**src/rtl/magnetron_timer_pkg.sv**
```systemverilog
// magnetron_pkg: shared definitions for the magnetron cook timer.
//   state_t    - FSM state encoding (also driven on state_o)
//   DIGIT_W    - width of one BCD digit
//   SEC_T_MAX  - largest legal tens-of-seconds digit
//   DIGIT_MAX  - largest legal BCD digit
//   sat_digit  - clamps a raw load digit to a legal maximum
package magnetron_pkg;

  typedef enum logic [1:0] {
    ST_IDLE    = 2'd0,
    ST_COOKING = 2'd1,
    ST_PAUSED  = 2'd2,
    ST_DONE    = 2'd3
  } state_t;

  localparam int DIGIT_W = 4;

  localparam logic [DIGIT_W-1:0] SEC_T_MAX = 4'd5;
  localparam logic [DIGIT_W-1:0] DIGIT_MAX = 4'd9;

  function automatic logic [DIGIT_W-1:0] sat_digit(input logic [DIGIT_W-1:0] d,
                                                   input logic [DIGIT_W-1:0] max_val);
    return (d > max_val) ? max_val : d;
  endfunction

endpackage

```
**src/rtl/magnetron_timer_if.sv**
```systemverilog
// magnetron_timer_if: control/data bundle between the on/off logic and the timer.
//   master modport : drives set/reset/clear/load/tick and the BCD load digits
//   slave modport  : the timer; returns mag_on, timer_done, remaining time, state
interface magnetron_timer_if;
  import magnetron_pkg::*;

  logic               set;
  logic               reset;
  logic               clear;
  logic               load;
  logic [DIGIT_W-1:0] ld_min_t;
  logic [DIGIT_W-1:0] ld_min_u;
  logic [DIGIT_W-1:0] ld_sec_t;
  logic [DIGIT_W-1:0] ld_sec_u;
  logic               tick;
  logic               mag_on;
  logic               timer_done;
  logic [DIGIT_W-1:0] min_t;
  logic [DIGIT_W-1:0] min_u;
  logic [DIGIT_W-1:0] sec_t;
  logic [DIGIT_W-1:0] sec_u;
  logic [1:0]         state_o;

  modport master (
    output set, reset, clear, load, ld_min_t, ld_min_u, ld_sec_t, ld_sec_u, tick,
    input  mag_on, timer_done, min_t, min_u, sec_t, sec_u, state_o
  );

  modport slave (
    input  set, reset, clear, load, ld_min_t, ld_min_u, ld_sec_t, ld_sec_u, tick,
    output mag_on, timer_done, min_t, min_u, sec_t, sec_u, state_o
  );

endinterface

```
**src/rtl/magnetron_timer_bcd_down_digit.sv**
```systemverilog
// bcd_down_digit: one BCD digit of a down-counter, purely combinational.
//   digit      - current digit value
//   borrow_in  - decrement request from the less significant digit
//   max_val    - value to wrap to when borrowing through zero
//   next_digit - digit after the (optional) decrement
//   borrow_out - this digit wrapped, so the next digit must decrement
module bcd_down_digit
  import magnetron_pkg::*;
(
  input  logic [DIGIT_W-1:0] digit,
  input  logic               borrow_in,
  input  logic [DIGIT_W-1:0] max_val,
  output logic [DIGIT_W-1:0] next_digit,
  output logic               borrow_out
);

  logic at_zero;

  assign at_zero    = (digit == '0);
  assign borrow_out = borrow_in & at_zero;

  always_comb begin
    next_digit = digit;
    if (borrow_in) begin
      next_digit = at_zero ? max_val : digit - 4'd1;
    end
  end

endmodule

```
**src/rtl/magnetron_timer.sv**
```systemverilog
// magnetron_timer: MM:SS BCD cook timer driving the magnetron enable.
//   clk  - system clock, rising edge
//   rstn - asynchronous active-low reset
//   bus  - magnetron_timer_if.slave (start/stop/clear/load/tick in,
//          mag_on/timer_done/remaining time/state out)
// Build option: define MAGNETRON_PAUSE_RESUME_EN to make a stop during cooking
// pause with the remaining time kept; otherwise a stop zeroes the time.
//
// state   | meaning
// IDLE    | magnetron off, count may hold a loaded time
// COOKING | magnetron on, count decrements on each tick
// PAUSED  | stopped mid-cook, count retained (pause/resume build only)
// DONE    | one-cycle terminal state, timer_done high
module magnetron_timer
  import magnetron_pkg::*;
(
  input logic             clk,
  input logic             rstn,
  magnetron_timer_if.slave bus
);

  state_t             state_q;
  logic               mag_on_q;
  logic               timer_done_q;
  logic [DIGIT_W-1:0] min_t_q, min_u_q, sec_t_q, sec_u_q;

  logic [DIGIT_W-1:0] dec_min_t, dec_min_u, dec_sec_t, dec_sec_u;
  logic               b_sec_u, b_sec_t, b_min_u, b_min_t;
  logic               cnt_zero;
  logic               cnt_one;
  logic               can_edit;

  bcd_down_digit u_sec_u (.digit(sec_u_q), .borrow_in(1'b1),   .max_val(DIGIT_MAX),
                          .next_digit(dec_sec_u), .borrow_out(b_sec_u));
  bcd_down_digit u_sec_t (.digit(sec_t_q), .borrow_in(b_sec_u), .max_val(SEC_T_MAX),
                          .next_digit(dec_sec_t), .borrow_out(b_sec_t));
  bcd_down_digit u_min_u (.digit(min_u_q), .borrow_in(b_sec_t), .max_val(DIGIT_MAX),
                          .next_digit(dec_min_u), .borrow_out(b_min_u));
  bcd_down_digit u_min_t (.digit(min_t_q), .borrow_in(b_min_u), .max_val(DIGIT_MAX),
                          .next_digit(dec_min_t), .borrow_out(b_min_t));

  // The chain always requests a decrement, so a borrow out of the top digit
  // means every digit is zero.
  assign cnt_zero = b_min_t;
  assign cnt_one  = ({min_t_q, min_u_q, sec_t_q} == '0) && (sec_u_q == 4'd1);
  assign can_edit = (state_q == ST_IDLE) || (state_q == ST_PAUSED);

  always_ff @(posedge clk or negedge rstn) begin
    if (!rstn) begin
      state_q      <= ST_IDLE;
      mag_on_q     <= 1'b0;
      timer_done_q <= 1'b0;
      min_t_q      <= '0;
      min_u_q      <= '0;
      sec_t_q      <= '0;
      sec_u_q      <= '0;
    end else begin
      timer_done_q <= 1'b0;
      if (bus.clear) begin
        state_q  <= ST_IDLE;
        mag_on_q <= 1'b0;
        min_t_q  <= '0;
        min_u_q  <= '0;
        sec_t_q  <= '0;
        sec_u_q  <= '0;
      end else if (state_q == ST_DONE) begin
        // DONE is a single-cycle state whatever else is requested.
        state_q <= ST_IDLE;
      end else if (bus.reset) begin
        // A stop outside COOKING is a no-op but still masks load/set/tick.
        if (state_q == ST_COOKING) begin
          mag_on_q <= 1'b0;
`ifdef MAGNETRON_PAUSE_RESUME_EN
          state_q  <= ST_PAUSED;
`else
          state_q  <= ST_IDLE;
          min_t_q  <= '0;
          min_u_q  <= '0;
          sec_t_q  <= '0;
          sec_u_q  <= '0;
`endif
        end
      end else if (bus.load && can_edit) begin
        min_t_q <= sat_digit(bus.ld_min_t, DIGIT_MAX);
        min_u_q <= sat_digit(bus.ld_min_u, DIGIT_MAX);
        sec_t_q <= sat_digit(bus.ld_sec_t, SEC_T_MAX);
        sec_u_q <= sat_digit(bus.ld_sec_u, DIGIT_MAX);
      end else if (bus.set && can_edit && !bus.load) begin
        if (!cnt_zero) begin
          state_q  <= ST_COOKING;
          mag_on_q <= 1'b1;
        end
      end else if (bus.tick && (state_q == ST_COOKING)) begin
        if (cnt_one) begin
          state_q      <= ST_DONE;
          mag_on_q     <= 1'b0;
          timer_done_q <= 1'b1;
        end
        min_t_q <= dec_min_t;
        min_u_q <= dec_min_u;
        sec_t_q <= dec_sec_t;
        sec_u_q <= dec_sec_u;
      end
    end
  end

  assign bus.state_o    = state_q;
  assign bus.mag_on     = mag_on_q;
  assign bus.timer_done = timer_done_q;
  assign bus.min_t      = min_t_q;
  assign bus.min_u      = min_u_q;
  assign bus.sec_t      = sec_t_q;
  assign bus.sec_u      = sec_u_q;

endmodule

```
**src/flat_wrapper.sv**
```systemverilog
// flat-port wrapper written by rule: the top's interface ports become plain ports
module magnetron_timer_flat import magnetron_pkg::*;
  (clk, rstn, bus_set, bus_reset, bus_clear, bus_load, bus_ld_min_t, bus_ld_min_u, bus_ld_sec_t, bus_ld_sec_u, bus_tick, bus_mag_on, bus_timer_done, bus_min_t, bus_min_u, bus_sec_t, bus_sec_u, bus_state_o);
  magnetron_timer_if bus_i ();
  input logic clk;
  input logic rstn;
  input wire logic [$bits(bus_i.set)-1:0] bus_set;
  input wire logic [$bits(bus_i.reset)-1:0] bus_reset;
  input wire logic [$bits(bus_i.clear)-1:0] bus_clear;
  input wire logic [$bits(bus_i.load)-1:0] bus_load;
  input wire logic [$bits(bus_i.ld_min_t)-1:0] bus_ld_min_t;
  input wire logic [$bits(bus_i.ld_min_u)-1:0] bus_ld_min_u;
  input wire logic [$bits(bus_i.ld_sec_t)-1:0] bus_ld_sec_t;
  input wire logic [$bits(bus_i.ld_sec_u)-1:0] bus_ld_sec_u;
  input wire logic [$bits(bus_i.tick)-1:0] bus_tick;
  output wire logic [$bits(bus_i.mag_on)-1:0] bus_mag_on;
  output wire logic [$bits(bus_i.timer_done)-1:0] bus_timer_done;
  output wire logic [$bits(bus_i.min_t)-1:0] bus_min_t;
  output wire logic [$bits(bus_i.min_u)-1:0] bus_min_u;
  output wire logic [$bits(bus_i.sec_t)-1:0] bus_sec_t;
  output wire logic [$bits(bus_i.sec_u)-1:0] bus_sec_u;
  output wire logic [$bits(bus_i.state_o)-1:0] bus_state_o;
  assign bus_i.set = bus_set;
  assign bus_i.reset = bus_reset;
  assign bus_i.clear = bus_clear;
  assign bus_i.load = bus_load;
  assign bus_i.ld_min_t = bus_ld_min_t;
  assign bus_i.ld_min_u = bus_ld_min_u;
  assign bus_i.ld_sec_t = bus_ld_sec_t;
  assign bus_i.ld_sec_u = bus_ld_sec_u;
  assign bus_i.tick = bus_tick;
  assign bus_mag_on = bus_i.mag_on;
  assign bus_timer_done = bus_i.timer_done;
  assign bus_min_t = bus_i.min_t;
  assign bus_min_u = bus_i.min_u;
  assign bus_sec_t = bus_i.sec_t;
  assign bus_sec_u = bus_i.sec_u;
  assign bus_state_o = bus_i.state_o;
  magnetron_timer u_core (.clk(clk), .rstn(rstn), .bus(bus_i));
endmodule
```
**config.mk**
```make
export PLATFORM = sky130hd
export DESIGN_NAME = magnetron_timer_flat
export DESIGN_NICKNAME = d
export VERILOG_FILES = /design/src/rtl/magnetron_timer_pkg.sv /design/src/rtl/magnetron_timer_if.sv /design/src/rtl/magnetron_timer_bcd_down_digit.sv /design/src/rtl/magnetron_timer.sv /design/src/flat_wrapper.sv
export SDC_FILE = /design/constraint.sdc
export NUM_CORES = 1
export LEC_CHECK = 0
export BUFFER_PORTS_ARGS = -buffer_cell sky130_fd_sc_hd__buf_2
export CAP_MARGIN = 15
export CORE_UTILIZATION = 36
export DETAILED_ROUTE_END_ITERATION = 7
export GPL_TIMING_DRIVEN = 0
export MAX_ROUTING_LAYER = met4
export PLACE_DENSITY = 0.71
export SYNTH_ARGS = -nofsm -noshare
export SYNTH_HDL_FRONTEND = slang
export SYNTH_SLANG_ARGS = --single-unit
```
**constraint.sdc**
```tcl
create_clock -name clk -period 1.94 [get_ports clk]
set_clock_uncertainty 0.2 [all_clocks]
set_input_delay 0.388 -clock clk [delete_from_list [all_inputs] [get_ports clk]]
set_output_delay 0.388 -clock clk [all_outputs]
set_load 0.01 [all_outputs]
```
; ---- Yosys cells after proc, flatten, opt, wreduce, memory -nomap -nowiden
; Index checks and enable logic that the tools add are counted.
[op_classes]
n_reduce_logical = 27
bitwise = 3
n_eq_ne = 12
mux = 61
magnitude_cmp = 4
n_addsub = 4
[ops]
columns = operator, count
row1 = $mux W4, 36
row2 = $reduce_bool A4 Y1, 6
row3 = $reduce_and A5 Y1, 4
row4 = $mux W2, 9
row5 = $logic_not A4 Y1, 4
row6 = $mux W1, 16
row7 = $sub A4 B1 Y4 const B, 4
row8 = $gt A4 B4 Y1 const B, 3
row9 = $logic_not A12 Y1, 1
row10 = $reduce_bool A5 Y1, 2
row11 = $ne A4 B3 Y1 const B, 2
row12 = $reduce_and A6 Y1, 1
row13 = $logic_and A1 B1 Y1, 5
row14 = $ne A5 B5 Y1 const B, 1
row15 = $eq A2 B2 Y1 const B, 2
row16 = $eq A4 B1 Y1 const B, 1
row17 = $gt A4 B3 Y1 const B, 1
row18 = $ne A4 B1 Y1 const B, 1
row19 = $ne A4 B4 Y1 const B, 1
row20 = $reduce_and A4 Y1, 1
row21 = $and A1 B1 Y1, 3
row22 = $ne A3 B1 Y1 const B, 1
row23 = $ne A3 B3 Y1 const B, 1
row24 = $eq A2 B1 Y1 const B, 1
row25 = other kinds (4), 4
[word_totals]
reg_bits = 20
elab_cells = 118
output_inout_bits = 20

; ---- Logic depth before layout (Yosys ltp)
[depth]
word_depth = 10
depth_mapped = 7
depth_no_buf = 7

; ---- Hierarchy
; From an unflattened synthesis, not the netlist that was laid out.
[hier_totals]
cells_unflattened = 211
hier_area_um2 = 1749.2
[modules_own_cells]
columns = module, cells_each, area_each_um2, instances
row1 = magnetron_timer, 119, 1108.6, 1
row2 = bcd_down_digit, 23, 160.2, 4

; ---- Worst setup path after synthesis
; OpenSTA, ideal clock, no wires.
[synth_path]
path_kind = register to register
from = register u_core.sec_t_q[0], in the netlist u_core.bus.sec_t[0]
to = register u_core.mag_on_q, in the netlist u_core.bus.mag_on
stages_incl_launch_ff = 8
path_slack_ps = -46
t_arrival_ps = 1661
synth_period_minus_slack_ps = 1986
setup_time_ps = 125
required_ps = 1615
path_buffers = 0
cell_sequence = dfrtp_1 -> inv_1 -> ha_1 -> or3b_4 -> nor4_2 -> nand4_1 -> a31oi_1 -> o21ai_1
[synth_via]
elab_chain_len = 6
[synth_lines]
columns = item, line_no
row1 = "start, declared", magnetron_timer.sv:25  ; logic [DIGIT_W-1:0] min_t_q, min_u_q, sec_t_q, sec_u_q;
row2 = "start signal, assigned", magnetron_timer.sv:86  ; sec_t_q <= sat_digit(bus.ld_sec_t, SEC_T_MAX);
row3 = "start signal, assigned", magnetron_timer.sv:101  ; sec_t_q <= dec_sec_t;
row4 = $logic_not A4 Y1, magnetron_timer_bcd_down_digit.sv:19  ; assign at_zero = (digit == '0);
row5 = $and A1 B1 Y1 (3 in series), magnetron_timer_bcd_down_digit.sv:20  ; assign borrow_out = borrow_in & at_zero;
row6 = $ne A4 B4 Y1 (no line), -
row7 = $reduce_and A6 Y1 (no line) (*), -
row8 = "end signal, assigned", magnetron_timer.sv:51  ; mag_on_q <= 1'b0;
row9 = "end signal, assigned", magnetron_timer.sv:61  ; mag_on_q <= 1'b0;
row10 = "end signal, assigned", magnetron_timer.sv:72  ; mag_on_q <= 1'b0;
row11 = "end, declared", magnetron_timer.sv:23  ; logic mag_on_q;
; Mark *: on every way between the ends. The rest lies on a longest branch, timed or not.
; A chain may end at the register's enable or synchronous reset.

; ---- Worst setup path after layout
[layout_path]
from = register u_core.sec_t_q[1], in the netlist u_core.bus.sec_t[1]
to = register u_core.mag_on_q, in the netlist u_core.bus.mag_on
; The elaborated chain is that of the path after synthesis.

==> results_dict.tcl <==
set metrics [dict create \
    failed_checks "negative setup slack" \
    top_layer "met4" \
    fillers 367 \
    startpoint_type "flip-flop" \
    setup.worst_path.end_class "flip-flop" \
    ys.flop_type "dfrtp_1" \
    setup_viol 2 \
    numCtsBuffers 3 \
    drive_gt1_share_pct 43.9 \
    met2WireLength_mm 2.07 \
    synth_top_area_share_pct 34.8 \
    die-height_um 65.3 \
    synth_edf_count 0 \
    rsz0062_at_grt "true" \
    path_cells "inv_2 > ha_4 > or3b_4 > nor4_4 > nand4_1 > nor2b_1 > o21ai_1" \
    dpl-instance-area_um2 1710 \
    period_minus_slack_ps 1960 \
    drt_first_pass_iters 4 \
    cap_violations 0 \
    drtAntennaViolNets 0 \
    vias 1599 \
    fin_ws_ps -21.6 \
    required_ps 1930 \
    grt.total_usage_pct 20.8 \
    tightestPinTransition_ps 605 \
    ys_top_cells_by_count "22 x nor2_1, 20 x dfrtp_1, 17 x nand2_1" \
    via_per_inst 5.61 \
    root_buffer "clkbuf_8" \
    grt_first_pass_wirelength_mm 6.75 \
    placed_cells 260 \
    antenna_cells 0 \
    yosysTopAreaCell "dfrtp_1" \
    pwr-share-clk_pct 29.5 \
    dr.first_iter.drc_count 114 \
    crit_fanout 4 \
    fin_area_um2 2070 \
    hold_class "in -> reg" \
    switching_share_pct 33.8 \
    net-switching-power_mw 0.496 \
    wl_met3_um 222 \
    drt-met1-wl_mm 1.89 \
    seqCellArea_um2 503 \
    clkSinkCount 20 \
    clk_path_buf_depth 2 \
    arrival_ps 1950 \
    final_nets 269 \
    die_width_um 65.3 \
    fp-row-count 22 \
    place_congestion 0.792 \
    synthArstFlopShare_pct 100 \
    insertion_delay_ps 270 \
    clkTransAtPathRegs_ps 90 \
    fmax_ghz 0.510 \
    drc 0 \
    wire_per_inst_um 14.7 \
    cts_tree "done" \
    slew_viol_final 0 \
    synth-seq-cells 20 \
    yosysMostFrequentCell "nor2_1" \
    power.share.combinational_pct 37.6 \
    synth_cell_types 41 \
    crit_type "reg -> reg" \
    multiInputGateArea_um2 1000 \
    initial_utilization_pct 38.5 \
    critPathBufInv 1 \
    ys_warn_count 0 \
    core_um2 3740 \
    die_area_um2 4260 \
    seqPwrFrac_pct 32.9 \
    power.internal_mw 0.972 \
    finalCritPeriodShare_pct 101 \
    grt_pass1_vias 1500 \
    dp_hpwl_mm 2.71 \
    seq_area_frac_synth_pct 34.8 \
    syn_to_final_growth_pct 43.9 \
    p_per_area_nw_per_um2 708 \
    synth.avg_cell_area_um2 8.47 \
    slowest_stage "or3b_4" \
    slowest_delay_ps 440 \
    drt-total-wl_mm 4.20 \
    crit_family "simple AND/OR/NAND/NOR gates" \
    grt_max_degree 21 \
    finalHoldViolations 0 \
    h-tree-depth 1 \
    syn-cell-area_um2 1440 \
    final_cells 285 \
    p_leak_nw 0.941 \
    status "complete, but fails checks" \
    slew_headroom_pct 59.6 \
    pin_count 43 \
    io_buffers 42 \
    synthCells 170 \
    ir_drop_uv 457 \
    antenna_found_initial 0 \
    synth_area_leaders "dfrtp_1 35%, ha_1 7.0%, nor2_1 5.7%" \
    syn_nets 201 \
    gr-total-overflow 0 \
]
[sequential cells by signal (all words and copies together), names as in the netlist]
name	count
u_core.bus.state_o	2
u_core.bus.min_u	4
u_core.bus.sec_t	4
u_core.bus.mag_on	1
u_core.bus.sec_u	4
u_core.bus.timer_done	1
u_core.bus.min_t	4
[tightest hold or removal path, delay by kind of cell]
family	cells	cell delay (ps)
buf+inv	1	90
compound gates	2	160
[power by group through the flow]
stage	combinational (mW)	sequential, mW	clock (mW)
after floorplan	0.246	0.504	0
after global placement	0.381	0.496	0
after detailed placement	0.387	0.497	0
after CTS	0.478	0.479	0.437
after global routing	0.612	0.487	0.456
final	0.552	0.483	0.433
[repair_timing]
| item | CTS | global route |
|---|---|---|
| endpoints found under the setup margin | 17 | 17 |
| gates resized for setup | 15 | 19 |
| buffers inserted | 9 | 11 |
| pin swaps | 6 | 8 |
| endpoints found under the hold margin | 20 | 0 |
| hold buffers | 1 | 0 |
[metrics by stage]
step / hold slack, ps / total power [mW] / util, % / worst slack (ps) / setup TNS, ps
2_1_floorplan: -108 / 0.750 / - / 12.6 / 0
3_5_place_dp: 174 / 0.884 / 45.8 / -119 / -1080
5_1_grt: 226 / 1.55 / 55.3 / -127 / -699
4_1_cts: 202 / 1.40 / 51.1 / 10.2 / 0
3_3_place_gp: 169 / 0.878 / 45.8 / -128 / -739
6_report: 208 / 1.47 / 55.3 / -21.6 / -38.7
[layer usage]
layer	up-vias	track usage [%]
li1	756	-
met1	788	26.5
met2	50	34.3
met3	5	3.99
met4	0	4.35
met5	-	-
[cells in the final DEF, fill, tap and decap left out, types with 3 or more instances in the layout]
master / n
buf_4: 20
o21ai_1: 8
inv_2: 5
nor2_1: 19
ha_1: 5
o31ai_2: 4
clkbuf_8: 3
o31ai_1: 4
buf_2: 44
o21ai_0: 6
nand2b_1: 3
a21oi_1: 10
nor3_1: 5
inv_1: 6
nor3b_1: 7
o21ai_4: 3
or3b_4: 4
nand2_1: 15
dfrtp_1: 18
[path summary, 6_finish.rpt]
path | start | endpoint | slack (ps) | depth (start not counted)
max | u_core.bus.sec_t[1]$_DFFE_PN0P_ | u_core.bus.mag_on$_DFFE_PN0P_ | -20 | 7
min | bus_ld_sec_u[1] | u_core.bus.sec_u[1]$_DFFE_PN0P_ | 210 | 3
max reg2reg | u_core.bus.sec_t[1]$_DFFE_PN0P_ | u_core.bus.mag_on$_DFFE_PN0P_ | -20 | 7
min reg2reg | u_core.bus.sec_t[3]$_DFFE_PN0P_ | u_core.bus.sec_t[3]$_DFFE_PN0P_ | 320 | 1
max in group asynchronous | rstn | u_core.bus.state_o[0]$_DFFE_PN0P_ | 790 | 2
min in group asynchronous | rstn | u_core.bus.sec_u[1]$_DFFE_PN0P_ | 400 | 2
[layout make-up]
cell class / count / share of cell area [%]
buffer: 4 / 1.21
clock buffer: 3 / 1.99
clock inverter: 1 / 1.45
inverter: 11 / 1.99
multi-input combinational: 135 / 48.3
sequential: 20 / 24.3
tap: 48 / 2.90
timing repair buffer: 63 / 17.9
[logic make-up (layout without fill, tap and decap cells)]
| kind of cell | after synthesis | in the layout | share of synthesized area (%) |
|---|---|---|---|
| multiplexers | 1 | 1 | 0.782 |
| AND/OR/NAND/NOR | 69 | 69 | 24.9 |
| XOR/XNOR | 2 | 2 | 1.22 |
| buffers and inverters | 15 | 82 | 4.60 |
| AO/OA/AOI/OAI | 55 | 55 | 26.8 |
| flip-flops | 20 | 20 | 34.8 |
| adder cells (fa/ha/maj) | 8 | 8 | 6.95 |
No activity file was read; power rests on OpenSTA's default activity.
